===== src/rtl/puf_pkg.sv =====
// Shared types and defaults for the PUF key stabilizer: FSM state encoding,
// default vote parameters and a constant-foldable clog2.
package puf_pkg;

  typedef enum logic [2:0] {
    ST_IDLE,
    ST_SETTLE,
    ST_SAMPLE,
    ST_RECOVER,
    ST_EVAL,
    ST_DONE
  } stab_state_t;

  localparam int DEF_SAMPLES       = 15;
  localparam int DEF_SETTLE_CYCLES = 8;
  localparam int DEF_MARGIN        = 2;

  function automatic int clog2(input int v);
    int r;
    r = 0;
    while ((32'sd1 << r) < v) r = r + 1;
    return r;
  endfunction

endpackage


===== src/rtl/puf_bit_vote.sv =====
// One response bit: saturating ones counter plus majority and margin decisions.
module puf_bit_vote #(
  parameter int SAMPLES = 15,
  parameter int MARGIN  = 2
) (
  input  logic clk,
  input  logic reset,
  input  logic clr,
  input  logic inc,
  input  logic bit_in,
  output logic vote,
  output logic stable
);

  logic [7:0] ones;

  always_ff @(posedge clk) begin
    if (reset || clr)
      ones <= '0;
    else if (inc && bit_in && ones != 8'hFF)
      ones <= ones + 8'd1;
  end

  assign vote   = ones > 8'(SAMPLES / 2);
  // Near-unanimous counts in either direction mark a healthy bit.
  assign stable = (ones <= 8'(MARGIN)) || (ones >= 8'(SAMPLES - MARGIN));

endmodule


===== src/rtl/puf_key_stabilizer.sv =====
// Re-excites a PUF array SAMPLES times, majority-votes every bit and presents
// a registered key with a count of bits whose votes fall inside the margin.
module puf_key_stabilizer
  import puf_pkg::*;
#(
  parameter int WIDTH         = 64,
  parameter int SAMPLES       = DEF_SAMPLES,
  parameter int SETTLE_CYCLES = DEF_SETTLE_CYCLES,
  parameter int MARGIN        = DEF_MARGIN
) (
  input  logic                          clk,
  input  logic                          reset,
  input  logic                          start,
  input  logic [1:0]                    control_input,
  output logic                          puf_enable,
  output logic [1:0]                    puf_control,
  input  logic [WIDTH-1:0]              puf_response,
  output logic [WIDTH-1:0]              key,
  output logic                          key_valid,
  output logic                          busy,
  output logic [clog2(WIDTH+1)-1:0]     unstable_count
);

  localparam int CW  = clog2(WIDTH + 1);
  localparam int SCW = clog2(SETTLE_CYCLES + 1);

  stab_state_t      state, state_nxt;
  logic [SCW-1:0]   settle_cnt;
  logic [7:0]       samp_cnt;
  logic             accept;
  logic [WIDTH-1:0] vote, stable;
  logic [CW-1:0]    unst_sum;

  assign accept = start && (state == ST_IDLE || state == ST_DONE);

  always_ff @(posedge clk) begin
    if (reset) state <= ST_IDLE;
    else       state <= state_nxt;
  end

  always_comb begin
    state_nxt = state;
    case (state)
      ST_IDLE, ST_DONE: if (start) state_nxt = ST_SETTLE;
      ST_SETTLE:  if (settle_cnt == SCW'(SETTLE_CYCLES - 1)) state_nxt = ST_SAMPLE;
      ST_SAMPLE:  state_nxt = (samp_cnt == 8'(SAMPLES - 1)) ? ST_EVAL : ST_RECOVER;
      ST_RECOVER: state_nxt = ST_SETTLE;
      ST_EVAL:    state_nxt = ST_DONE;
      default:    state_nxt = ST_IDLE;
    endcase
  end

  // Outputs are driven from the next state so they line up with the state edge.
  always_ff @(posedge clk) begin
    if (reset) begin
      puf_enable     <= 1'b0;
      puf_control    <= 2'b00;
      busy           <= 1'b0;
      key            <= '0;
      key_valid      <= 1'b0;
      unstable_count <= '0;
      settle_cnt     <= '0;
      samp_cnt       <= '0;
    end else begin
      puf_enable <= (state_nxt == ST_SETTLE) || (state_nxt == ST_SAMPLE);
      busy       <= (state_nxt == ST_SETTLE) || (state_nxt == ST_SAMPLE) ||
                    (state_nxt == ST_RECOVER) || (state_nxt == ST_EVAL);
      settle_cnt <= (state == ST_SETTLE) ? settle_cnt + SCW'(1) : '0;
      if (accept) begin
        puf_control <= control_input;
        key_valid   <= 1'b0;
        samp_cnt    <= '0;
      end
      if (state == ST_SAMPLE) samp_cnt <= samp_cnt + 8'd1;
      if (state == ST_EVAL) begin
        key            <= vote;
        unstable_count <= unst_sum;
        key_valid      <= 1'b1;
      end
    end
  end

  for (genvar i = 0; i < WIDTH; i++) begin : g_bit
    puf_bit_vote #(.SAMPLES(SAMPLES), .MARGIN(MARGIN)) u_vote (
      .clk    (clk),
      .reset  (reset),
      .clr    (accept),
      .inc    (state == ST_SAMPLE),
      .bit_in (puf_response[i]),
      .vote   (vote[i]),
      .stable (stable[i])
    );
  end

  always_comb begin
    unst_sum = '0;
    for (int i = 0; i < WIDTH; i++) unst_sum = unst_sum + CW'(~stable[i]);
  end

endmodule


===== config.mk =====
export PLATFORM = sky130hd
export DESIGN_NAME = puf_key_stabilizer
export DESIGN_NICKNAME = d
export VERILOG_FILES = /design/src/rtl/puf_pkg.sv /design/src/rtl/puf_bit_vote.sv /design/src/rtl/puf_key_stabilizer.sv
export SDC_FILE = /design/constraint.sdc
export NUM_CORES = 2
export LEC_CHECK = 0
export CAP_MARGIN = 25
export CORE_AREA = 2 2 318 320
export DETAILED_ROUTE_END_ITERATION = 6
export DIE_AREA = 0 0 320 322
export GPL_TIMING_DRIVEN = 0
export SLEW_MARGIN = 20
export SYNTH_ARGS = -nofsm -noshare
export SYNTH_HDL_FRONTEND = slang
export SYNTH_SLANG_ARGS = --single-unit

===== constraint.sdc =====
create_clock -name clk -period 8.7 [get_ports clk]
set_input_delay 1.74 -clock clk [delete_from_list [all_inputs] [get_ports clk]]
set_output_delay 1.74 -clock clk [all_outputs]
set_load 0.1 [all_outputs]

==> results.md <==
* Status: finished clean
* FFs w/ async S/R, synth at 0
* Critical R2R Capture: unstable_count[4]
* Synthesized Nets at 4575
* Hold Crit Depth at 1
* Cts hold-fix bufs at 0
* Slowest stage delay, CP at ~0.61 ns
* Full die area at 103000 um2
* Worst path required time at ~9 ns
* Layout cells sized above 1 at 0.0384
* Max VDD drop at around 140 uV
* RSZ-0062 raised after global routing: false
* Placed wire-length estimate at about 73000 um
* CTS tree: done
* Ratio of final minimum period to clock period at 0.823
* Post-synth EDFFs at 0
* GPL Wtd Cong at 0.880
* Layout Nets at between 4000 and 5000
* CP Class: flip-flop to flip-flop
* Setup crit start kind: flip-flop
* Fin crit period at approximately 7 ns
* Commonest non-fill, non-tap cell in the layout: dfxtp_1
* Area occupied by multi-input gates at a little over 20000 um2
* Die W at about 320 um
* Clock share of power at 0.507
* Combinational share of power at 0.039
* Clock root buffer: clkbuf_16
* Commonest non-fill, non-tap cells in the layout: dfxtp_1 (603), nor2_1 (449), nand2_1 (419), inv_1 (364), ha_1 (274)
* Initial drt markers at approximately 2300
* Final core occ at 0.404
* H-tree level count at 3
* Avg Cell Area, Syn at between 8 and 9 um2
* FILL cells at just over 10000
* Crit-path slowest cell: fa_1
* Max-cap viol count at 0
* Leak at 14.0 nW
* Routed length per instance at approximately 18 um
* Final Hold Fails at 0
* CP Cell Sequence: or4_1 -> or3b_2 -> fa_1 -> inv_1 -> fa_1 -> inv_1 -> fa_1 -> fa_1 -> inv_1 -> fa_1 -> inv_1 -> fa_1 -> fa_1 -> inv_1 -> fa_1 -> ha_1 -> fa_1 -> nand2_1 -> nand2_1 -> a211oi_1 -> o41ai_1
* # IOs at around 150
* Worst-margin pin slew at approximately 1.1 ns
* Largest net degree at the start of global routing at 13
* WL final at 101000 um
* Pwr Density at 152 nW/um2
* Clock transition at path regs at 0.06 ns
* Worst reg2reg path depth at 21
* WHS Endpoint: settle_cnt[0]
* Endpoint class of the critical path: flip-flop
* Fraction of the yosys area taken by sequential cells at 0.348
* Starting Density at 0.348
* CORE AREA at about 100000 um2
* Tot GR Track Use at 0.193
* DRC errors left at 0
* Flop2flop setup slack at roughly 1.5 ns
* CTS Buffer Depth at 3
* Synth warn at 0
* Drt pass-1 iters at 7
* Initial antenna violation count at 4
* HP Class: flip-flop to flip-flop
* Post-route antenna net violation count at 0
* Rel. slew slack at 0.230
* Overflow after GRT at 0
* PortBufs at approximately 140
* Main synth FF type: dfxtp_1
* Vias in the first global route at approximately 28000
* Die H at around 320 um
* CTS resizes at 0
* Distinct cells, synth at between 60 and 70
* Total area of sequential cells at between 10000 and 15000 um2
* Hold_sp: settle_cnt[0]
* Max Fanout on Critical Path at 5
* Sw Ratio at 0.236
* # Post-CTS Setup Buffers at 0
* P_sw at 1.44 mW
* CTS Buf Count at 73
* Post-route setup TNS at 0 ns
* Worst-Skew Late Latency at 0.64 ns
* Clock Skew at approximately 0.040 ns
* Slew Viols, Final at 0
* Mapped Cells at approximately 4200
* Yosys reg bits at roughly 600
* Routed via count at just over 30000
* Reg2Reg Launch Point: g_bit[47].u_vote.ones[7]
* First-pass GRT wire length at 157000 um
* Synthesis-to-layout area growth at 15.9%
* F_max at between 100 and 150 MHz
* Setup violations, final at 0
* P_int at about 4.7 mW
* Data arrival, critical path at 7.64 ns
* Synthesized area at 34700 um2
* Detail-routed via count per cell at approximately 5.3
* Most Frequent Cell on Critical Path: fa_1
* Row cnt at 116
* Sequential power share at 0.454
* Clk sink count at roughly 600
worst max-delay path, delay by kind of cell (launching register included):
kind / cells / cell delay [ns]
flip-flops: 1 / 0.34
AO/OA/AOI/OAI: 2 / 0.33
AND/OR/NAND/NOR: 4 / 1.23
buffers and inverters: 5 / 0.30
adder cells (fa/ha/maj): 10 / 4.80
synthesized netlist by cell type, types with 6 or more instances:
master / instances / share of area
or4_1: 153 / 0.033
a21o_1: 9 / 0.0019
and2_1: 11 / 0.0020
o2111ai_1: 48 / 0.012
and3_1: 31 / 0.0056
nand3b_1: 16 / 0.0035
nor2b_1: 16 / 0.0029
nand4bb_1: 13 / 0.0042
or3b_2: 29 / 0.0073
and4bb_2: 6 / 0.0022
nor4_1: 70 / 0.013
nand2b_1: 97 / 0.017
and4_1: 18 / 0.0045
xnor2_1: 125 / 0.032
inv_1: 364 / 0.039
a31oi_1: 19 / 0.0034
o21a_1: 12 / 0.0026
nand2_1: 419 / 0.045
clkbuf_1: 135 / 0.015
nand4_1: 79 / 0.014
buf_2: 12 / 0.0017
nand3_1: 186 / 0.027
xor2_1: 11 / 0.0028
a211oi_1: 41 / 0.0089
o211ai_1: 65 / 0.014
a21oi_1: 171 / 0.025
o21ai_0: 137 / 0.020
fa_1: 54 / 0.031
nor3_1: 146 / 0.021
o21bai_1: 8 / 0.0017
mux2i_1: 193 / 0.056
o31ai_1: 90 / 0.019
nor2_1: 449 / 0.049
o22ai_1: 9 / 0.0016
dfxtp_1: 603 / 0.35
ha_1: 274 / 0.099
power by group through the flow:
stage	combinational (mW)	clock (mW)	sequential (mW)
after floorplan	0.0957	0	2.83
after global placement	0.240	0	2.83
after detailed placement	0.242	0	2.83
after CTS	0.244	3.16	2.76
after global routing	0.256	3.27	2.76
final	0.240	3.09	2.76
flip-flops by register name, summed over array words and instances, names as in the netlist:
name	cells
busy	1
unstable_count	7
key	64
puf_control	2
key_valid	1
samp_cnt	8
puf_enable	1
settle_cnt	4
state	3
g_bit.u_vote.ones	512
worst max path at each step:
stage                                        start                end  slack [ns]  depth (start not counted)
after floorplan           g_bit[47].u_vote.ones[7]  unstable_count[4]        1.98                         21
after global placement    g_bit[49].u_vote.ones[4]  unstable_count[4]        1.50                         21
after detailed placement  g_bit[49].u_vote.ones[4]  unstable_count[4]        1.50                         21
after CTS                 g_bit[49].u_vote.ones[4]  unstable_count[4]        1.49                         21
after global routing      g_bit[47].u_vote.ones[7]  unstable_count[4]        1.27                         21
final                     g_bit[47].u_vote.ones[7]  unstable_count[4]        1.54                         21
cell families after synthesis:
kind of cell               after synthesis  synth area share
DFF                                    603             0.348
xor gates and xnor gates               136            0.0343
and+or+nand+nor                       1771             0.260
AOI/OAI and AO/OA                      633             0.116
adders and majority gates              328             0.130
muxes                                  193            0.0557
buffers and inverters                  514            0.0560
stage by stage:
step / power, mW / hold slack, ns / setup WS [ns] / instance area [um2] / instances
after detailed placement: 3.07 / 0.441 / 1.50 / 37800 / 5621
after global placement: 3.07 / 0.437 / 1.50 / 37800 / 5620
after floorplan: 2.93 / 0.418 / 1.98 / 34700 / 4178
final: 6.09 / 0.450 / 1.54 / 40200 / 5751
after global routing: 6.29 / 0.484 / 1.27 / 40200 / 5750
after CTS: 6.17 / 0.449 / 1.49 / 40200 / 5748
per-layer routing:
| metal | vias to the layer above | wire length [um] | global-route usage |
|---|---|---|---|
| li1 | 15100 | - | - |
| met1 | 14300 | 46800 | 0.259 |
| met2 | 749 | 45500 | 0.314 |
| met3 | 162 | 5800 | 0.0302 |
| met4 | 0 | 3290 | 0.0705 |
| met5 | - | 0 | 0 |
final cells by class:
class,instances,area share
clock buffers,99,0.0509
inverters,364,0.0340
repair buffers,146,0.0366
well taps,1298,0.0404
multi-input cells,3061,0.515
flip-flops and latches,603,0.300
diodes,2,0.000125
clock inverters,28,0.00878
plain buffers,150,0.0144
(Power assumes the default switching activity.)
